$ cat src/rtl/mem_access_unit.sv
// Load/store unit: one access per start on a single-outstanding req/ack bus,
// with byte-lane steering, store replication, load extension, misalign trap and timeout.
module mem_access_unit #(
  parameter int unsigned TIMEOUT_CYCLES = 16
) (
  input  logic        clk,
  input  logic        reset_n,
  input  logic        start,
  input  logic        is_store,
  input  logic [2:0]  mem_code,
  input  logic [31:0] addr,
  input  logic [31:0] store_data,
  output logic        busy,
  output logic        done,
  output logic        misalign,
  output logic        timeout,
  output logic [31:0] load_data,
  output logic        bus_req,
  output logic        bus_we,
  output logic [31:0] bus_addr,
  output logic [3:0]  bus_be,
  output logic [31:0] bus_wdata,
  input  logic        bus_ack,
  input  logic [31:0] bus_rdata
);

  typedef enum logic [1:0] {S_IDLE, S_REQ, S_RESP, S_ERR} state_t;

  localparam logic [7:0] LP_LAST = 8'(TIMEOUT_CYCLES - 1);

  state_t      r_state, w_next;
  logic        r_is_store;
  logic [2:0]  r_code;
  logic [1:0]  r_lane;
  logic [7:0]  r_cnt;
  logic        r_abort;
  logic [31:0] r_bus_addr, r_wdata, r_load;
  logic [3:0]  r_be;

  logic        w_illegal;
  logic [3:0]  w_be;
  logic [31:0] w_wdata;
  logic [31:0] w_shift;
  logic [15:0] w_half;
  logic [31:0] w_ext;

  // mem_code[1:0] is the size (01 byte, 10 half, 11 word); mem_code[2] marks unsigned.
  always_comb begin
    w_illegal = 1'b0;
    if (mem_code[1:0] == 2'b00 || mem_code == 3'b111)         w_illegal = 1'b1;
    if (is_store && mem_code[2])                               w_illegal = 1'b1;
    if (mem_code[1:0] == 2'b10 && addr[0])                     w_illegal = 1'b1;
    if (mem_code[1:0] == 2'b11 && addr[1:0] != 2'b00)          w_illegal = 1'b1;
  end

  // NOTE: every signal written in always_comb gets a default first, so no latch is inferred.
  always_comb begin
    w_be    = 4'b0000;
    w_wdata = store_data;
    case (mem_code[1:0])
      2'b01: begin
        w_be    = 4'b0001 << addr[1:0];
        w_wdata = {4{store_data[7:0]}};
      end
      2'b10: begin
        w_be    = addr[1] ? 4'b1100 : 4'b0011;
        w_wdata = {2{store_data[15:0]}};
      end
      2'b11: w_be = 4'b1111;
      default: w_be = 4'b0000;
    endcase
  end

  assign w_shift = bus_rdata >> {r_lane, 3'b000};
  assign w_half  = r_lane[1] ? bus_rdata[31:16] : bus_rdata[15:0];

  always_comb begin
    w_ext = bus_rdata;
    case (r_code[1:0])
      2'b01:   w_ext = r_code[2] ? {24'd0, w_shift[7:0]} : {{24{w_shift[7]}}, w_shift[7:0]};
      2'b10:   w_ext = r_code[2] ? {16'd0, w_half}       : {{16{w_half[15]}}, w_half};
      default: w_ext = bus_rdata;
    endcase
  end

  // NOTE: sequential state uses non-blocking assignments so all registers update together.
  always_ff @(posedge clk) begin
    if (!reset_n) r_state <= S_IDLE;
    else          r_state <= w_next;
  end

  always_comb begin
    w_next = r_state;
    case (r_state)
      S_IDLE:  if (start) w_next = w_illegal ? S_ERR : S_REQ;
      S_REQ:   if (bus_ack || r_cnt == LP_LAST) w_next = S_RESP;
      S_RESP:  w_next = S_IDLE;
      S_ERR:   w_next = S_IDLE;
      default: w_next = S_IDLE;
    endcase
  end

  always_ff @(posedge clk) begin
    if (!reset_n) begin
      r_is_store <= 1'b0;
      r_code     <= 3'b000;
      r_lane     <= 2'b00;
      r_cnt      <= 8'd0;
      r_abort    <= 1'b0;
      r_bus_addr <= 32'd0;
      r_be       <= 4'b0000;
      r_wdata    <= 32'd0;
      r_load     <= 32'd0;
    end else begin
      case (r_state)
        S_IDLE: if (start) begin
          r_is_store <= is_store;
          r_code     <= mem_code;
          r_lane     <= addr[1:0];
          r_bus_addr <= {addr[31:2], 2'b00};
          r_be       <= w_be;
          r_wdata    <= w_wdata;
          r_cnt      <= 8'd0;
          r_abort    <= 1'b0;
        end
        S_REQ: begin
          if (bus_ack) begin
            if (!r_is_store) r_load <= w_ext;
          end else if (r_cnt == LP_LAST) begin
            r_abort <= 1'b1;
          end else begin
            r_cnt <= r_cnt + 8'd1;
          end
        end
        default: ;
      endcase
    end
  end

  assign busy      = (r_state != S_IDLE);
  assign done      = (r_state == S_RESP) || (r_state == S_ERR);
  assign misalign  = (r_state == S_ERR);
  assign timeout   = (r_state == S_RESP) && r_abort;
  assign bus_req   = (r_state == S_REQ);
  assign bus_we    = (r_state == S_REQ) && r_is_store;
  assign bus_addr  = r_bus_addr;
  assign bus_be    = r_be;
  assign bus_wdata = r_wdata;
  assign load_data = r_load;

endmodule
$ cat config.mk
export PLATFORM = sky130hd
export DESIGN_NAME = mem_access_unit
export DESIGN_NICKNAME = d
export VERILOG_FILES = /design/src/rtl/mem_access_unit.sv
export SDC_FILE = /design/constraint.sdc
export NUM_CORES = 1
export LEC_CHECK = 0
export CAP_MARGIN = 10
export CORE_MARGIN = 1
export CORE_UTILIZATION = 39
export CTS_CLUSTER_SIZE = 16
export DETAILED_ROUTE_END_ITERATION = 8
export PLACE_DENSITY_LB_ADDON = 0.25
export SLEW_MARGIN = 20
export SYNTH_ARGS = -nofsm -noshare
export SYNTH_HDL_FRONTEND = slang
export SYNTH_SLANG_ARGS = --single-unit
$ cat constraint.sdc
create_clock -name clk -period 1.5 [get_ports clk]
set_clock_uncertainty 0.05 [all_clocks]
set_input_delay 0.3 -clock clk [delete_from_list [all_inputs] [get_ports clk]]
set_output_delay 0.3 -clock clk [all_outputs]
set_load 0.05 [all_outputs]
After elaboration in Yosys (flattened, before gate mapping)
Cells that the tools add are included.

Memory bits (read-only): 0. Register bits after elaboration: 115. Input port bits: 104. Latch bits: 0. Memories: 0. Output and inout port bits: 106. Bits in writable memories: 0. Logic and storage cells: 71.

Multiply operators: 0. Multiplexer cells: 23. Equal/unequal tests: 15. Order comparisons: 0. Div/mod/pow operators: 0. Add/sub/neg operators: 1. Reduce and logical (&&, ||, !) cells: 19. Shift operators: 2. Bitwise logic cells: 1.

Operators with widths (number): $pmux 32 s2 (2); $mux 32 (2); $shr 32x5->8 (1); $mux 8 (3); $mux 16 (1); $pmux 8 s2 (1); $pmux 4 s3 (1); $eq 2x2->1 const B (5); $add 8x1->8 const B (1); $eq 8x4->1 const B (1); $reduce_and 4->1 (2); $mux 1 (7); $eq 2x1->1 const B (3); $mux 2 (3); $ne 2x2->1 const B (3); $pmux 2 s3 (1); $reduce_bool 2->1 (3); $logic_and 1x1->1 (5); $logic_not 2->1 (2); $mux 4 (1); $ne 2x1->1 const B (2); $reduce_and 2->1 (2); $shl 1x2->4 const A (1); $eq 3x3->1 const B (1); 5 further kinds (7).

Depth between registers and ports, before layout
Gate-level depths: netlist (run 1).

Word-level depth: 9. Gate-level depth with buffers: 7. Depth with buffers taken out: 6.

Worst setup path before layout (run 1)
Ideal clock, no wire load.

Kind: flip-flop to output port. Start point: register r_state[0]. End point: output port bus_we. Required time: 1.150 ns. Path slack: -0.625 ns. Cell stages (with the launch flop): 4. Buffers on the path: 1. Arrival time: 1.775 ns. Path through: dfxtp_1 buf_2 nor2b_1 and2_1.

Longest elaborated chain between the ends: 2.

RTL lines: from (decl) (RTL line 31) `state_t r_state, w_next;`; from (signal assigned) (RTL line 89) `else r_state <= w_next;`; $eq 2x1->1; via bus_req (RTL line 18) `output logic bus_req,`; $logic_and 1x1->1 (RTL line 145) `assign bus_we = (r_state == S_REQ) && r_is_store;`; to (decl) (RTL line 19) `output logic bus_we,`.

The timed path passes the listed nets, and every way through them passes these cells.

Worst setup path after layout (run 1)
Start point: register r_state[0]. End point: register r_wdata[21] (netlist: bus_wdata[21]).

Longest elaborated chain between the ends: 2.

RTL lines: $logic_not 2->1 (RTL line 115) `case (r_state)`; $reduce_and 2->1 (no line); to (signal assigned) (RTL line 122) `r_wdata <= w_wdata;`; to (decl) (RTL line 37) `logic [31:0] r_bus_addr, r_wdata, r_load;`.

Every way passes these cells. A chain may end at the register's enable or synchronous reset.

==> results of run 1 <==
==> kinds of logic after synthesis <==
group / synth area share
fa+ha+maj: 0.0167
simple gates: 0.199
flops: 0.440
xor+xnor: 0.00837
compound gates: 0.256
other cells: 0.000717
mux: 0.0232
buf+inv: 0.0562
==> state kept, by name (all words and copies together) (netlist names) <==
name and count:
r_abort 1, bus_wdata 32, r_cnt 8, bus_addr 30
r_code 3, load_data 32, bus_be 4, r_is_store 1
r_state 2, r_lane 2
==> Yosys cell counts (6+ instances only) <==
| master | count | area, um2 |
|---|---|---|
| nand3b_1 | 11 | 82.6 |
| a21boi_0 | 44 | 330 |
| o211ai_1 | 17 | 128 |
| nor2_1 | 15 | 56.3 |
| clkbuf_1 | 28 | 105 |
| o21ai_0 | 46 | 230 |
| a21oi_1 | 45 | 225 |
| a21oi_2 | 9 | 78.8 |
| a22o_1 | 8 | 70.1 |
| a31oi_1 | 9 | 56.3 |
| nor2b_1 | 11 | 68.8 |
| buf_6 | 6 | 67.6 |
| buf_2 | 13 | 65.1 |
| nand2b_1 | 18 | 113 |
| mux2_2 | 9 | 101 |
| a221oi_1 | 8 | 70.1 |
| a22oi_1 | 7 | 52.6 |
| ha_1 | 7 | 87.6 |
| nand2_1 | 119 | 447 |
| nor3b_2 | 7 | 87.6 |
| inv_1 | 8 | 30.0 |
| nand3_1 | 8 | 40.0 |
| dfxtp_1 | 115 | 2300 |
==> layer usage <==
metal	wire length (um)	vias up
met4	1380	0
met1	8300	2980
met2	12000	338
met5	0	-
met3	1670	89
li1	-	2670
==> worst reg2reg max path: cells and delay by family, from the launching register on <==
family                 cells  cell delay [ns]
AO/OA/AOI/OAI              1             0.33
buffers and inverters      1             0.20
flip-flops                 1             0.37
AND/OR/NAND/NOR            2             0.62
==> worst max-delay path by stage <==
stage                start  cells after the start  slack (ns)            end
4_1_cts         r_state[0]                      3       -0.17           busy
6_report        r_state[0]                      4       -0.19  bus_wdata[21]
2_1_floorplan   r_state[0]                      7       -0.04  bus_wdata[10]
3_3_place_gp   mem_code[0]                      8       -0.46  bus_wdata[16]
3_5_place_dp   mem_code[0]                      8       -0.55  bus_wdata[21]
5_1_grt         r_state[0]                      7       -0.20  bus_wdata[14]
==> repair_timing <==
action / in CTS / in global routing
endpoints found under the hold margin: 0 / 0
gates cloned: 6 / 7
setup buffers: 10 / 3
endpoints found under the setup margin: 67 / 117
resized for setup: 111 / 142
pin swaps: 19 / 86
==> area by class of cell <==
type	count	area [um2]
inverter	8	30.0
tap	172	215
clock buffer	21	460
fill	663	2110
multi-input combinational	439	3420
clock inverter	11	134
timing repair buffer	294	4190
sequential	115	2320
==> where the power goes <==
group          internal, mW  switching, mW
Clock                  2.68           1.45
Combinational          1.83           1.88
Sequential             3.27          0.276
==> results.cfg, run 1 <==
[yosys]
ys_ff_latch = 115
synth_async_sr_flop_share = 0
ys_warn_count = 0
postSynthCellCount = 611
syn_area_per_cell_um2 = 8.57
synth-edff-count = 0
ys_types = 51
synth_area_um2 = 5230
yosysSeqAreaShare = 0.440
ys.flop_type = dfxtp_1

[floorplanning]
die_w_um = 118
core_area_um2 = 12900
io_pins = 210
dieArea_um2 = 13900
initial_core_util = 0.406
num_rows = 41
die_h_um = 118

[setup_path]
cp_max_fo = 7
worst_path_max_delay_cell = or3b_4
cp_data_required_time_ns = 1.74
cp.arrival_ns = 1.93
worstReg2RegStart = r_state[0]
worstSetupPathType = reg2reg
worst-r2r-cell-count = 4
max_stage_delay_ns = 0.52
cp_top_family = simple AND/OR/NAND/NOR gates
cp-start-kind = flop
endpoint_kind = flop
path_cells = or3b_4 -> buf_6 -> a221oi_2 -> nor2b_1
cp.buffers_inverters = 1
r2r-end = bus_wdata[21]
timing.reg2reg.setup_slack_ns = -0.19

[timing]
finalCritPeriodShare = 1.12
fin_ws_ns = -0.187
hold_violations = 0
slew_headroom = 0.644
rsz0062_at_grt = yes
final-max-slew-violation-count = 0
whs_ns = 0.205
worstMarginPinSlew_ns = 0.529
timing.setup.tns_ns = -7.00
max_freq_ghz = 0.593
setup_viol = 105
fin_crit_ns = 1.69

[hold_path]
holdPathEnd = r_state[0]
worst_hold_path.num_cells = 2
min_from = reset_n
hold_path.class = in2reg

[power]
p_total_mw = 11.4
powerDensity_nw_per_um2 = 1060
p_leak_nw = 4.24
vdd_drop_max_uv = 581

[placement]
post_dp_cell_area_um2 = 9020
placed_cells = 1004
post-dp-hpwl_um = 13300
portBuffers = 207
place_congestion = 0.878
pre_cts_slack_ns = -0.549

[layout]
drive_gt1_frac = 0.448
post-route-util = 0.836
final_common_cell = buf_12
fin_area_um2 = 10800
stdcell_count = 1060
antenna_cells = 0
layout_common_cells = buf_12 (118), dfxtp_1 (110), clkdlybuf4s50_1 (99)
fin_nets = 986
area_growth_pct = 106

[global_routing]
grtUsageMet2 = 0.503
grt_pass1_wl_um = 31100
use_met3 = 0.0814
grt_max_degree = 30
grt-ovfl-total = 0
antenna_found_initial = 0
met1_usage = 0.306
busiest_layer = met2
grt_pass1_vias = 5880
grt_use_total = 0.287

[detailed_routing]
routed_wl_um = 23400
viasPerCell = 5.73
dr.pass1.iters = 5
drc = 0
drtIter0Drc = 391
num_vias = 6077
final_antenna_net_count = 0
wl_per_cell_um = 22.0

[run]
maxCapViolations = 0

[run_status]
status = finished, violations left
failed_checks = setup timing

[clock_network]
cts_root_buffer = clkbuf_16
ctsHoldBuffers = 0
clkTransAtPathRegs_ns = 0.05
cts_tree = yes
clock_sinks = 115
clk_latency_ns = 0.42
numCtsBuffers = 17
clk_path_buf_depth = 2
cts-htree-levels = 4
No activity file was read; power rests on OpenSTA's default activity.
==> run 2: changes to the inputs <==
--- a/config.mk
+++ b/config.mk
@@ -11,6 +11,7 @@
 export CTS_CLUSTER_SIZE = 16
 export DETAILED_ROUTE_END_ITERATION = 8
 export PLACE_DENSITY_LB_ADDON = 0.25
+export SKIP_LAST_GASP = 1
 export SLEW_MARGIN = 20
 export SYNTH_ARGS = -nofsm -noshare
 export SYNTH_HDL_FRONTEND = slang
==> results.cfg, run 2 (synthesis results as in run 1) <==
[run_status]
status = finished, violations left
failed_checks = setup timing

[power]
p_leak_nw = 4.29
powerDensity_nw_per_um2 = 1050
p_total_mw = 11.4
vdd_drop_max_uv = 557

[floorplanning]
die_h_um = 118
dieArea_um2 = 13900
num_rows = 41
die_w_um = 118
io_pins = 210
initial_core_util = 0.406
core_area_um2 = 12900

[layout]
fin_area_um2 = 10800
fill_cells = 633
drive_gt1_frac = 0.444
final_common_cell = buf_12
stdcell_count = 1066
layout_common_cells = buf_12 (122), dfxtp_1 (110), clkdlybuf4s50_1 (100)
fin_nets = 992
antenna_cells = 0
post-route-util = 0.842
area_growth_pct = 107

[detailed_routing]
wl_per_cell_um = 21.2
drtIter0Drc = 525
drc = 0
final_antenna_net_count = 0
num_vias = 5949
routed_wl_um = 22600
viasPerCell = 5.58
dr.pass1.iters = 5

[clock_network]
cts_tree = yes
cts-htree-levels = 4
numCtsBuffers = 17
clk_path_buf_depth = 2
clkTransAtPathRegs_ns = 0.05
cts_root_buffer = clkbuf_16
clk_latency_ns = 0.42
clock_sinks = 115
ctsHoldBuffers = 0

[setup_path]
cp-start-kind = flop
endpoint_kind = flop
cp.arrival_ns = 1.94
timing.reg2reg.setup_slack_ns = -0.19
cp_data_required_time_ns = 1.75
worstSetupPathType = reg2reg
cp_max_fo = 20

[timing]
setup_viol = 116
fin_ws_ns = -0.190
whs_ns = 0.193
rsz0062_at_grt = yes
final-max-slew-violation-count = 0
max_freq_ghz = 0.592
timing.setup.tns_ns = -9.28
finalCritPeriodShare = 1.13
fin_crit_ns = 1.69
hold_violations = 0

[placement]
post-dp-hpwl_um = 13300
placed_cells = 1004
post_dp_cell_area_um2 = 9020
place_congestion = 0.878
pre_cts_slack_ns = -0.549
portBuffers = 207

[hold_path]
hold_path.class = in2reg

[global_routing]
grt_use_total = 0.291
grt_pass1_vias = 5848
grt_pass1_wl_um = 31400
grt_max_degree = 30
grt-ovfl-total = 0
antenna_found_initial = 0

[run]
maxCapViolations = 0
==> run 2: cell count changes in the layout (fill, tap and decap cells not counted), sizes merged <==
cell,previous run,this run
dlymetal6s2s,1,0
clkbuf,27,28
clkdlybuf4s50,99,100
buf,186,191
==> run 2: critical path, cell delays in order (launching register included) <==
cell and delay (ns):
dfxtp_4 0.35, buf_12 0.13, or3b_4 0.46, buf_12 0.20, a221oi_2 0.28, nor2b_1 0.09
==> run 2: area by class of cell <==
type / count / area [um2] / area share
Timing Repair Buffer: 300 / 4310 / 0.398
Multi-Input combinational cell: 439 / 3370 / 0.311
Sequential cell: 115 / 2320 / 0.214
Clock buffer: 21 / 460 / 0.0425
Tap cell: 172 / 215 / 0.0199
Clock inverter: 11 / 134 / 0.0123
Inverter: 8 / 30.0 / 0.00277
==> run 2: final timing paths <==
| check | startpoint | to | depth (start not counted) |
|---|---|---|---|
| worst max-delay path | r_state[0] | bus_wdata[22] | 5 |
| worst min-delay path | reset_n | r_state[0] | 2 |
| worst max register to register | r_state[0] | bus_wdata[22] | 5 |
| worst min register to register | bus_wdata[4] | bus_wdata[4] | 2 |
==> run 2: per-layer routing <==
layer	track usage	share of wire	wire length (um)
met1	0.310	0.36	8180
met2	0.516	0.52	11700
met3	0.0804	0.066	1500
met4	0.159	0.052	1180
met5	0	0	0
==> run 2: repair_timing <==
item                                    CTS  global route
endpoints found under the setup margin   67           117
resized for setup                        62           186
pin swaps                                16            74
cloned                                    6             8
buffers inserted                         10             8
==> run 2: power by group <==
part	leakage (nW)	total, mW	switching, mW	internal (mW)
clock network	0.300	4.12	1.44	2.67
logic	3.04	3.74	1.86	1.88
registers	0.943	3.55	0.273	3.27
total	4.29	11.4	3.58	7.83
==> run 3: changes to the inputs <==
--- a/config.mk
+++ b/config.mk
@@ -7,7 +7,8 @@
 export LEC_CHECK = 0
 export CAP_MARGIN = 10
 export CORE_MARGIN = 1
-export CORE_UTILIZATION = 39
+export CORE_UTILIZATION = 41
+export CTS_BUF_LIST = sky130_fd_sc_hd__clkbuf_8
 export CTS_CLUSTER_SIZE = 16
 export DETAILED_ROUTE_END_ITERATION = 8
 export PLACE_DENSITY_LB_ADDON = 0.25
==> results.cfg, run 3 (synthesis results as in run 1) <==
[floorplanning]
die_h_um = 115
dieArea_um2 = 13200
initial_core_util = 0.429
io_pins = 210
num_rows = 40
core_area_um2 = 12200
die_w_um = 115

[run_status]
failed_checks = setup timing
status = finished, violations left

[setup_path]
cp.arrival_ns = 2.06
endpoint_kind = flop
path_cells = buf_6 -> or3b_4 -> buf_8 -> a221oi_2 -> nor2b_1
cp_data_required_time_ns = 1.79
cp_max_fo = 6
worstSetupPathType = reg2reg
max_stage_delay_ns = 0.47
cp-start-kind = flop
worst_path_max_delay_cell = or3b_4

[timing]
whs_ns = 0.197
setup_viol = 116
rsz0062_at_grt = yes
hold_violations = 0
finalCritPeriodShare = 1.19
max_freq_ghz = 0.562
fin_crit_ns = 1.78
final-max-slew-violation-count = 0
fin_ws_ns = -0.278

[detailed_routing]
drtIter0Drc = 573
final_antenna_net_count = 0
wl_per_cell_um = 23.2
routed_wl_um = 24800
drc = 0
num_vias = 6220
viasPerCell = 5.81
dr.pass1.iters = 5

[layout]
fin_nets = 1003
fin_area_um2 = 10700
final_common_cell = buf_12
layout_common_cells = buf_12 (116), dfxtp_1 (109), clkdlybuf4s50_1 (100)
stdcell_count = 1071
area_growth_pct = 105
fill_cells = 569
drive_gt1_frac = 0.455

[clock_network]
clk_path_buf_depth = 2
cts_tree = yes
ctsHoldBuffers = 0
clkTransAtPathRegs_ns = 0.07
cts-htree-levels = 4
numCtsBuffers = 17
clk_latency_ns = 0.46
clock_sinks = 115
cts_root_buffer = clkbuf_8

[global_routing]
use_met3 = 0.0833
grt_pass1_vias = 6015
met1_usage = 0.321
grtUsageMet2 = 0.560
grt_pass1_wl_um = 31000
grt_max_degree = 52
grt_use_total = 0.309
busiest_layer = met2
grt-ovfl-total = 0
antenna_found_initial = 0

[placement]
post_dp_cell_area_um2 = 8960
pre_cts_slack_ns = -0.554
portBuffers = 207
post-dp-hpwl_um = 13400
placed_cells = 1001
place_congestion = 0.810

[power]
powerDensity_nw_per_um2 = 936
vdd_drop_max_uv = 656
p_leak_nw = 4.20
p_total_mw = 10.1

[run]
maxCapViolations = 0

[hold_path]
hold_path.class = in2reg
-- run 3: repair_timing --
item / 4_1_cts / 5_1_grt
pin swaps: 19 / 70
setup endpoints to repair: 82 / 119
buffers inserted: 16 / 12
resized for setup: 73 / 204
gates cloned: 7 / 8
-- run 3: path summary, 6_finish.rpt --
| check | depth (start not counted) | slack (ns) | from | end |
|---|---|---|---|---|
| max | 5 | -0.28 | r_state[0] | bus_wdata[22] |
| min | 2 | 0.20 | reset_n | r_is_store |
| max reg2reg | 5 | -0.28 | r_state[0] | bus_wdata[22] |
| min reg2reg | 2 | 0.46 | bus_addr[16] | bus_addr[16] |
-- run 3: power by group --
group / switching [mW] / leakage [nW] / internal [mW] / total (mW)
combinational: 1.90 / 3.06 / 1.88 / 3.78
clock: 1.30 / 0.193 / 1.43 / 2.72
sequential: 0.288 / 0.944 / 3.27 / 3.56
-- run 3: layer usage --
layer  share of wire  routed length, um
met3           0.077               1910
met5               0                  0
met4           0.067               1670
met2            0.50              12500
met1            0.35               8760
-- run 3: stage by stage --
step                       util  TNS, ns
final                     0.880   -11.13
after global routing      0.879   -13.69
after CTS                 0.807    -9.72
after detailed placement  0.733   -46.06
after global placement    0.733   -40.87
after floorplan               -    -1.80
-- run 3: layout make-up --
class / instances / area [um2] / area share
Clock inverter: 8 / 63.8 / 0.00594
Clock buffer: 21 / 289 / 0.0269
Antenna cell: 1 / 2.50 / 0.000233
Timing Repair Buffer: 309 / 4310 / 0.401
Sequential cell: 115 / 2320 / 0.216
Tap cell: 168 / 210 / 0.0196
Inverter: 8 / 30.0 / 0.00280
Multi-Input combinational cell: 441 / 3520 / 0.327
-- run 3: worst max-delay path, delay by kind of cell, from the launching register on --
family | cells | cell delay, ns
buffers and inverters | 2 | 0.32
AO/OA/AOI/OAI | 1 | 0.33
AND/OR/NAND/NOR | 2 | 0.59
flip-flops | 1 | 0.37
